[config.mk]
export PLATFORM = sky130hd
export DESIGN_NAME = demux_router
export DESIGN_NICKNAME = d
export VERILOG_FILES = /design/src/rtl/demux_router.sv
export SDC_FILE = /design/constraint.sdc
export NUM_CORES = 1
export LEC_CHECK = 0
export CORE_MARGIN = 1
export CORE_UTILIZATION = 47
export DETAILED_ROUTE_END_ITERATION = 8
export PLACE_DENSITY = 0.93
export RECOVER_POWER = 50
export SKIP_LAST_GASP = 1
export SYNTH_ARGS = -nofsm -noshare
export SYNTH_HDL_FRONTEND = slang
export SYNTH_SLANG_ARGS = --single-unit
[constraint.sdc]
create_clock -name clk -period 3.3 [get_ports clk]
set_input_delay 0.33 -clock clk [delete_from_list [all_inputs] [get_ports clk]]
set_output_delay 0.33 -clock clk [all_outputs]
set_load 0.01 [all_outputs]
[src/rtl/demux_router.sv]
// 1:2 ready/valid demultiplexer with a single-word output register per branch.
// Optional per-branch output-transfer counters are enabled by defining DEMUX_ROUTER_COUNT_EN.
module demux_router #(
    parameter int dataWidth = 64,
    parameter int delay     = 0
) (
    input  logic                 clk,
    input  logic                 rst_n,
    input  logic                 inValid,
    input  logic                 inSelect,
    input  logic [dataWidth-1:0] inData,
    output logic                 inReady,
    output logic                 outValid_0,
    output logic                 outValid_1,
    output logic [dataWidth-1:0] outData_0,
    output logic [dataWidth-1:0] outData_1,
    input  logic                 outReady_0,
    input  logic                 outReady_1
`ifdef DEMUX_ROUTER_COUNT_EN
    ,
    output logic [15:0]          count_0,
    output logic [15:0]          count_1
`endif
);

    logic [1:0]           w_out_ready;
    logic [1:0]           w_full;
    logic [dataWidth-1:0] w_data [2];
`ifdef DEMUX_ROUTER_COUNT_EN
    logic [15:0]          w_count [2];
`endif

    // delay only shapes simulated output timing elsewhere; cycle behaviour ignores it
    if (delay < 0) begin : g_delay_negative
    end

    assign w_out_ready = {outReady_1, outReady_0};

    // A full branch can still accept when its word leaves on the same edge
    assign inReady = ~w_full[inSelect] | w_out_ready[inSelect];

    for (genvar gi = 0; gi < 2; gi++) begin : g_branch
        localparam logic BranchSel = 1'(gi);

        logic                 w_load;
        logic                 w_drain;
        logic                 r_full;
        logic [dataWidth-1:0] r_data;

        assign w_load  = inValid & inReady & (inSelect == BranchSel);
        assign w_drain = r_full & w_out_ready[gi];

        always_ff @(posedge clk or negedge rst_n) begin
            if (!rst_n) begin
                r_full <= 1'b0;
                r_data <= '0;
            end else begin
                r_full <= w_load | (r_full & ~w_drain);
                if (w_load) begin
                    r_data <= inData;
                end
            end
        end

        assign w_full[gi] = r_full;
        assign w_data[gi] = r_data;

`ifdef DEMUX_ROUTER_COUNT_EN
        logic [15:0] r_count;

        always_ff @(posedge clk or negedge rst_n) begin
            if (!rst_n) begin
                r_count <= '0;
            end else if (w_drain) begin
                r_count <= r_count + 16'd1;
            end
        end

        assign w_count[gi] = r_count;
`endif
    end

    assign outValid_0 = w_full[0];
    assign outValid_1 = w_full[1];
    assign outData_0  = w_data[0];
    assign outData_1  = w_data[1];
`ifdef DEMUX_ROUTER_COUNT_EN
    assign count_0    = w_count[0];
    assign count_1    = w_count[1];
`endif

endmodule
==> metrics.md, run 1 <==
| Metric | Value |
|---|---|
| Status | finished, violations left |
| Failing checks | capacitance limit |
| All-Layer GR Usage | 0.219 |
| HPWL after DPL | 8340 um |
| Largest net degree at the start of global routing | 59 |
| IO Count | 201 |
| Post-CTS Setup Inserts | 0 |
| Setup tns final | 0 ns |
| Initial Util | 0.484 |
| Core box area | 0.0109 mm2 |
| Worst endpoint required time | 3.69 ns |
| TritonCTS Sinks | 130 |
| Clk Latency, worst-skew pair | 0.51 ns |
| Power Dens Cells | 674 mW/mm2 |
| Worst-Margin Slew | 1.50 ns |
| Chip width | 108 um |
| Critical path's slowest cell | clkbuf_1 |
| DRT antenna net count | 0 |
| Clock power share | 0.365 |
| Vias in the first global route | 3627 |
| Fillers | 768 |
| Asr flop ratio synth | 1.00 |
| Slowest stage delay, CP | 1.06 ns |
| Yosys cell types | 14 |
| Synth top area cells | dfrtp_1, mux2_4, mux2_2 |
| Final wirelength | 12000 um |
| Ys flop type | dfrtp_1 |
| Final Worst Setup Slack | 0.953 ns |
| Leakage | 3.20 nW |
| # rows | 38 |
| Max cap viols | 1 |
| Syn. warnings | 0 |
| Drt drc | 0 |
| Met3 wire len | 687 um |
| Final GP Congestion | 0.796 |
| CP Capture Type | register |
| DP Area | 0.00726 mm2 |
| Antenna violations before repair | 0 |
| Int Power | 3.88 mW |
| Syn_area_per_cell | 18.8 um2 |
| First-pass detailed-route iteration total | 4 |
| Comb pwr share | 0.238 |
| Reg clk slew, reported paths | 0.06 ns |
| Synth area leader | dfrtp_1 |
| Final Util | 0.701 |
| First-pass GRT wire length | 18800 um |
| Top sig layer | met4 |
| Area Overhead vs Synth | 44.9% |
| Syn Nets | 351 |
| Relative slew margins | 0.00312 |
| Worst slack, placed | 0.953 ns |
| Hold WC Path Type | in2async |
| Most common cell in the netlist | dfrtp_1 |
| Wire per inst | 18.5 um |
| Crit path launch type | register |
| CP Class | reg2reg |
| Placed cells | 613 |
| Flop pwr share | 0.397 |
| Layout cell share with drive strength beyond 1 | 0.209 |
| CTS tree | done |
| VDD IR max | 417 uV |
| Min Clock Period, post-route | 2.35 ns |
| Port bufs | 200 |
| Hold Slack | 0.348 ns |
| CP arrival | 2.73 ns |
| Final Instance Area | 0.00764 mm2 |
| Post-synth EDFFs | 0 |
| Post-Syn Instances | 281 |
| Cell area after synthesis | 0.00527 mm2 |
| Antenna fix cells | 0 |
| Area of the multi-input gates | 0.00156 mm2 |
| Drt first-iter violations | 101 |
| Synth top area share | 0.617 |
| Switch share | 0.246 |
| Reg2Reg Depth | 4 |
| Fin crit share | 0.711 |
| Vias | 3158 |
| Clock Tree Root | clkbuf_8 |
| Total gr overflow | 0 |
| Post-route insts no fill | 646 |
| Vias/cell | 4.89 |
| Crit-path cells | nand2b_1 -> nor2b_1 -> clkbuf_1 -> mux2_1 |
| Total Power | 5.15 mW |
| CTS max path bufs | 2 |
| FF+latch count, synth | 130 |
| Wl on met1 | 4640 um |
| Unrepaired setup endpoints after global routing | false |
| Setup Viol. Count Final | 0 |
| Storage cell area | 0.00325 mm2 |
| Max Slew Vio Count | 0 |
| Commonest cells post-synth | dfrtp_1, mux2_4, mux2_2 |
| Layout net count | 563 |
| Wire length on met2 | 6370 um |
| Die height | 108 um |
| Fmax | 0.426 GHz |
| Sw power | 1.27 mW |
| Clk_skew | 0.00783 ns |
| H-tree level count | 4 |
| Seq/Total Area, Yosys | 0.617 |
| Post-CTS sizing | 0 |
| Clock buffer count from CTS | 17 |
| Final hold violation count | 0 |
| Crit-path max FO | 21 |
| Die area | 0.0116 mm2 |
==> layout make-up <==
cell class,count,area share
clock buffers,22,0.0619
clock inverters,10,0.0170
multi-input cells,138,0.204
flip-flops and latches,130,0.426
well taps,140,0.0229
repair buffers,206,0.268
==> power by group through the flow <==
stage	Sequential, mW	Clock, mW	Combinational [mW]
after global routing	2.08	1.98	1.30
after CTS	2.06	1.91	1.35
after global placement	2.06	0	1.30
after floorplan	2.19	0	0.426
after detailed placement	2.08	0	1.33
final	2.05	1.88	1.22
==> cells in the final DEF (no fill, tap or decap) <==
master and instances:
mux2_4 10, clkinv_2 5, clkbuf_1 3, clkdlybuf4s50_1 199, dlygate4sd3_1 1, clkbuf_8 5, nor2_1 1, clkbuf_2 2
dfrtp_1 130, nor2b_1 1, mux2_2 58, nand2_2 1, bufinv_16 3, nand2b_4 1, a21oi_1 1, mux2_1 60
clkbuf_16 16, buf_12 1, nand2_1 1, and2b_1 1, nor2_8 1, clkinvlp_4 2, buf_4 1, nand2b_1 2
==> repair_timing <==
action                                  4_1_cts  5_1_grt
hold endpoints to repair                     42        0
hold buffers                                  1        0
endpoints found under the setup margin        0        0
==> worst max-delay path: cells and delay by family, from the launching register on <==
family        cells  cell delay (ns)
flops             1             0.39
mux               1             0.40
buf+inv           1             1.06
simple gates      2             0.36
==> final timing paths <==
| kind | start | to | slack [ns] |
|---|---|---|---|
| max in group asynchronous | rst_n | outData_1[47] | 1.17 |
| worst max register to register | outValid_0 | outData_0[22] | 0.95 |
| worst min register to register | outData_0[61] | outData_0[61] | 0.48 |
| worst max-delay path | outValid_0 | outData_0[22] | 0.95 |
| min in group clk | inData[7] | outData_0[7] | 0.44 |
| worst min-delay path | rst_n | outData_0[30] | 0.35 |
==> flip-flops by register name, indices dropped and copies added, names as in the netlist <==
name	cells
outValid_1	1
outData_1	64
outValid_0	1
outData_0	64
==> routing by layer <==
metal,global-route usage,up-vias
li1,-,1413
met1,0.243,1598
met2,0.384,125
met3,0.0642,22
met4,0.103,0
met5,0,-
==> cells by family after synthesis <==
logic type	after synthesis	share of synthesized area
buf+inv	13	0.0494
compound gates	1	0.000949
simple gates	9	0.0159
flops	130	0.617
mux	128	0.316
No activity file was read; power rests on OpenSTA's default activity.
==> inputs of run 2 (changes only) <==
--- a/config.mk
+++ b/config.mk
@@ -6,9 +6,9 @@
 export NUM_CORES = 1
 export LEC_CHECK = 0
 export CORE_MARGIN = 1
-export CORE_UTILIZATION = 47
+export CORE_UTILIZATION = 40
 export DETAILED_ROUTE_END_ITERATION = 8
-export PLACE_DENSITY = 0.93
+export PLACE_DENSITY = 0.85
 export RECOVER_POWER = 50
 export SKIP_LAST_GASP = 1
 export SYNTH_ARGS = -nofsm -noshare
==> constraint.sdc (replaced) <==
create_clock -name clk -period 2 [get_ports clk]
set_input_delay 0.2 -clock clk [delete_from_list [all_inputs] [get_ports clk]]
set_output_delay 0.2 -clock clk [all_outputs]
set_load 0.01 [all_outputs]
==> run 2 against run 1 <==
- the flow now finishes without violations
- setup slack got worse by 0.85 ns
- combinational power increased by 79%
- worst hold slack improved by 0.077 ns
- power increased by 66%
- sequential cell count unchanged
- critical path type is now reg2out
- largest power group unchanged
==> metrics.md, run 2 (same netlist as run 1, synthesis figures left out) <==
| Metric | Value |
|---|---|
| Status | finished clean (was finished, violations left) |
| Commonest cells after routing, fill and taps aside | clkdlybuf4s50_1, dfrtp_1, mux2_4 (was clkdlybuf4s50_1, dfrtp_1, mux2_1) |
| Hold Slack | 0.425 ns (was 0.348 ns) |
| IO Count | 201 (unchanged) |
| Area Overhead vs Synth | 49.5% (was 44.9%) |
| Switch share | 0.241 (was 0.246) |
| Antenna violations before repair | 0 (unchanged) |
| CP Capture Type | output port (was register) |
| Hold bufs inserted after CTS | 1 (unchanged) |
| Clock power share | 0.350 (was 0.365) |
| Clock Tree Root | clkbuf_16 (was clkbuf_8) |
| Final wirelength | 12000 um (about the same) |
| Layout cell share with drive strength beyond 1 | 0.309 (was 0.209) |
| Max cap viols | 0 (was 1) |
| Flop pwr share | 0.395 (was 0.397) |
| Comb pwr share | 0.255 (was 0.238) |
| Max Slew Vio Count | 0 (unchanged) |
| Total Power | 8.56 mW (was 5.15 mW) |
| Fin crit share | 0.949 |
| Drt first-iter violations | 161 (was 101) |
| Core box area | 0.0127 mm2 (was 0.0109 mm2) |
| Drt drc | 0 (unchanged) |
| Crit path launch type | register (unchanged) |
| First-pass detailed-route iteration total | 4 (unchanged) |
| Crit-path cells | nand2b_1 -> nor2_1 -> a21oi_1 -> clkdlybuf4s50_1 (was nand2b_1 -> nor2b_1 -> clkbuf_1 -> mux2_1) |
| H-tree level count | 4 (unchanged) |
| Port bufs | 200 (unchanged) |
| TritonCTS Sinks | 130 (unchanged) |
| Final GP Congestion | 0.763 (was 0.796) |
| Most common cell after layout, fill and taps aside | clkdlybuf4s50_1 (unchanged) |
| R2R setup slack | 0.17 ns (was 0.95 ns) |
| Power Dens Cells | 1090 mW/mm2 (was 674 mW/mm2) |
| Post-CTS sizing | 0 (unchanged) |
| Post-CTS Setup Inserts | 0 (unchanged) |
| Chip width | 117 um (was 108 um) |
| HPWL after DPL | 8620 um (was 8340 um) |
| Vias/cell | 4.74 (was 4.89) |
| DRT antenna net count | 0 (unchanged) |
| # rows | 41 (was 38) |
| Worst-Margin Slew | 1.09 ns (was 1.50 ns) |
| Critical path's slowest cell | clkdlybuf4s50_1 (was clkbuf_1) |
| Min Clock Period, post-route | 1.90 ns |
| CTS tree | done (unchanged) |
| Crit-path max FO | 3 (was 21) |
| CTS max path bufs | 2 (unchanged) |
| Clk_skew | 0.00445 ns (was 0.00783 ns) |
| Fillers | 984 (was 768) |
| Hold WC Path Type | in2reg (was in2async) |
| Total gr overflow | 0 (unchanged) |
| CP Class | reg2out (was reg2reg) |
| CP arrival | 1.70 ns (was 2.73 ns) |
| Die area | 0.0136 mm2 (was 0.0116 mm2) |
| Slowest stage delay, CP | 0.57 ns (was 1.06 ns) |
| First-pass GRT wire length | 18800 um (about the same) |
| Final hold violation count | 0 (unchanged) |
| Setup Viol. Count Final | 0 (unchanged) |
| Clock buffer count from CTS | 17 (unchanged) |
| Reg clk slew, reported paths | 0.05 ns (was 0.06 ns) |
| Unrepaired setup endpoints after global routing | false (unchanged) |
| Sw power | 2.06 mW (was 1.27 mW) |
| Final Util | 0.619 (was 0.701) |
| Antenna fix cells | 0 (unchanged) |
| Largest net degree at the start of global routing | 45 (was 59) |
| Die height | 117 um (was 108 um) |
| Clk Latency, worst-skew pair | 0.40 ns (was 0.51 ns) |
| Placed cells | 648 (was 613) |
| Fmax | 0.527 GHz |
| All-Layer GR Usage | 0.186 (was 0.219) |
| Leakage | 3.38 nW (was 3.20 nW) |
| Wire per inst | 17.6 um (was 18.5 um) |
| Vias in the first global route | 3588 (was 3627) |
| Setup tns final | 0 ns (unchanged) |
| Worst endpoint required time | 1.80 ns (was 3.69 ns) |
| Int Power | 6.50 mW (was 3.88 mW) |
| Relative slew margins | 0.272 (was 0.00312) |
| Vias | 3222 (was 3158) |
| VDD IR max | 555 uV (was 417 uV) |
| Post-route insts no fill | 680 (was 646) |
| Initial Util | 0.414 (was 0.484) |
| Layout net count | 566 (was 563) |
## run 2: cell types whose count changed in the layout (fill, tap and decap cells not counted), moves of 2 or more
cell / change
clkbuf_1: +3
mux2_4: +50
buf_12: +2
clkbuf_2: +2
clkinv_2: -2
mux2_1: -50
clkinvlp_4: -2
## run 2: layout make-up
| class | instances | area (um2) | share of cell area |
|---|---|---|---|
| sequential | 130 | 3250 | 0.413 |
| timing repair buffer | 209 | 2090 | 0.266 |
| multi-input combinational | 138 | 1740 | 0.221 |
| clock buffer | 26 | 499 | 0.0634 |
| tap | 172 | 215 | 0.0273 |
| clock inverter | 5 | 75.1 | 0.00953 |
## run 2: per-layer routing
metal	global-route usage	wire [um]
met5	0	0
met4	0.0844	253
met3	0.0680	795
met1	0.196	4500
met2	0.332	6450
## run 2: per-stage QoR
stage | setup WS, ns | area (um2)
after floorplan | 0.547 | 5270
after global placement | 0.219 | 7370
final | 0.103 | 7880
after global routing | 0.0159 | 7880
after detailed placement | 0.170 | 7370
after CTS | 0.0522 | 7960
## run 2: path summary, 6_finish.rpt
| path | from | endpoint | depth (start not counted) |
|---|---|---|---|
| hold reg to reg | outData_1[39] | outData_1[39] | 1 |
| setup reg to reg | outValid_1 | outData_1[9] | 4 |
| min in group asynchronous | rst_n | outData_1[23] | 2 |
| hold / removal | inData[39] | outData_1[39] | 2 |
| max in group asynchronous | rst_n | outData_0[53] | 3 |
| setup / recovery | outValid_0 | inReady | 4 |
## run 2: critical path: cells and delay by family, from the launching register on
family	cells	cell delay, ns
compound gates	1	0.13
simple gates	2	0.19
flops	1	0.40
buf+inv	1	0.57
## run 2: power by group through the flow
stage          sequential (mW)  clock [mW]  combinational [mW]
2_1_floorplan             3.62           0               0.703
3_3_place_gp              3.39           0                2.17
3_5_place_dp              3.42           0                2.22
4_1_cts                   3.39        3.07                2.23
5_1_grt                   3.44        3.18                2.32
6_report                  3.38        3.00                2.18
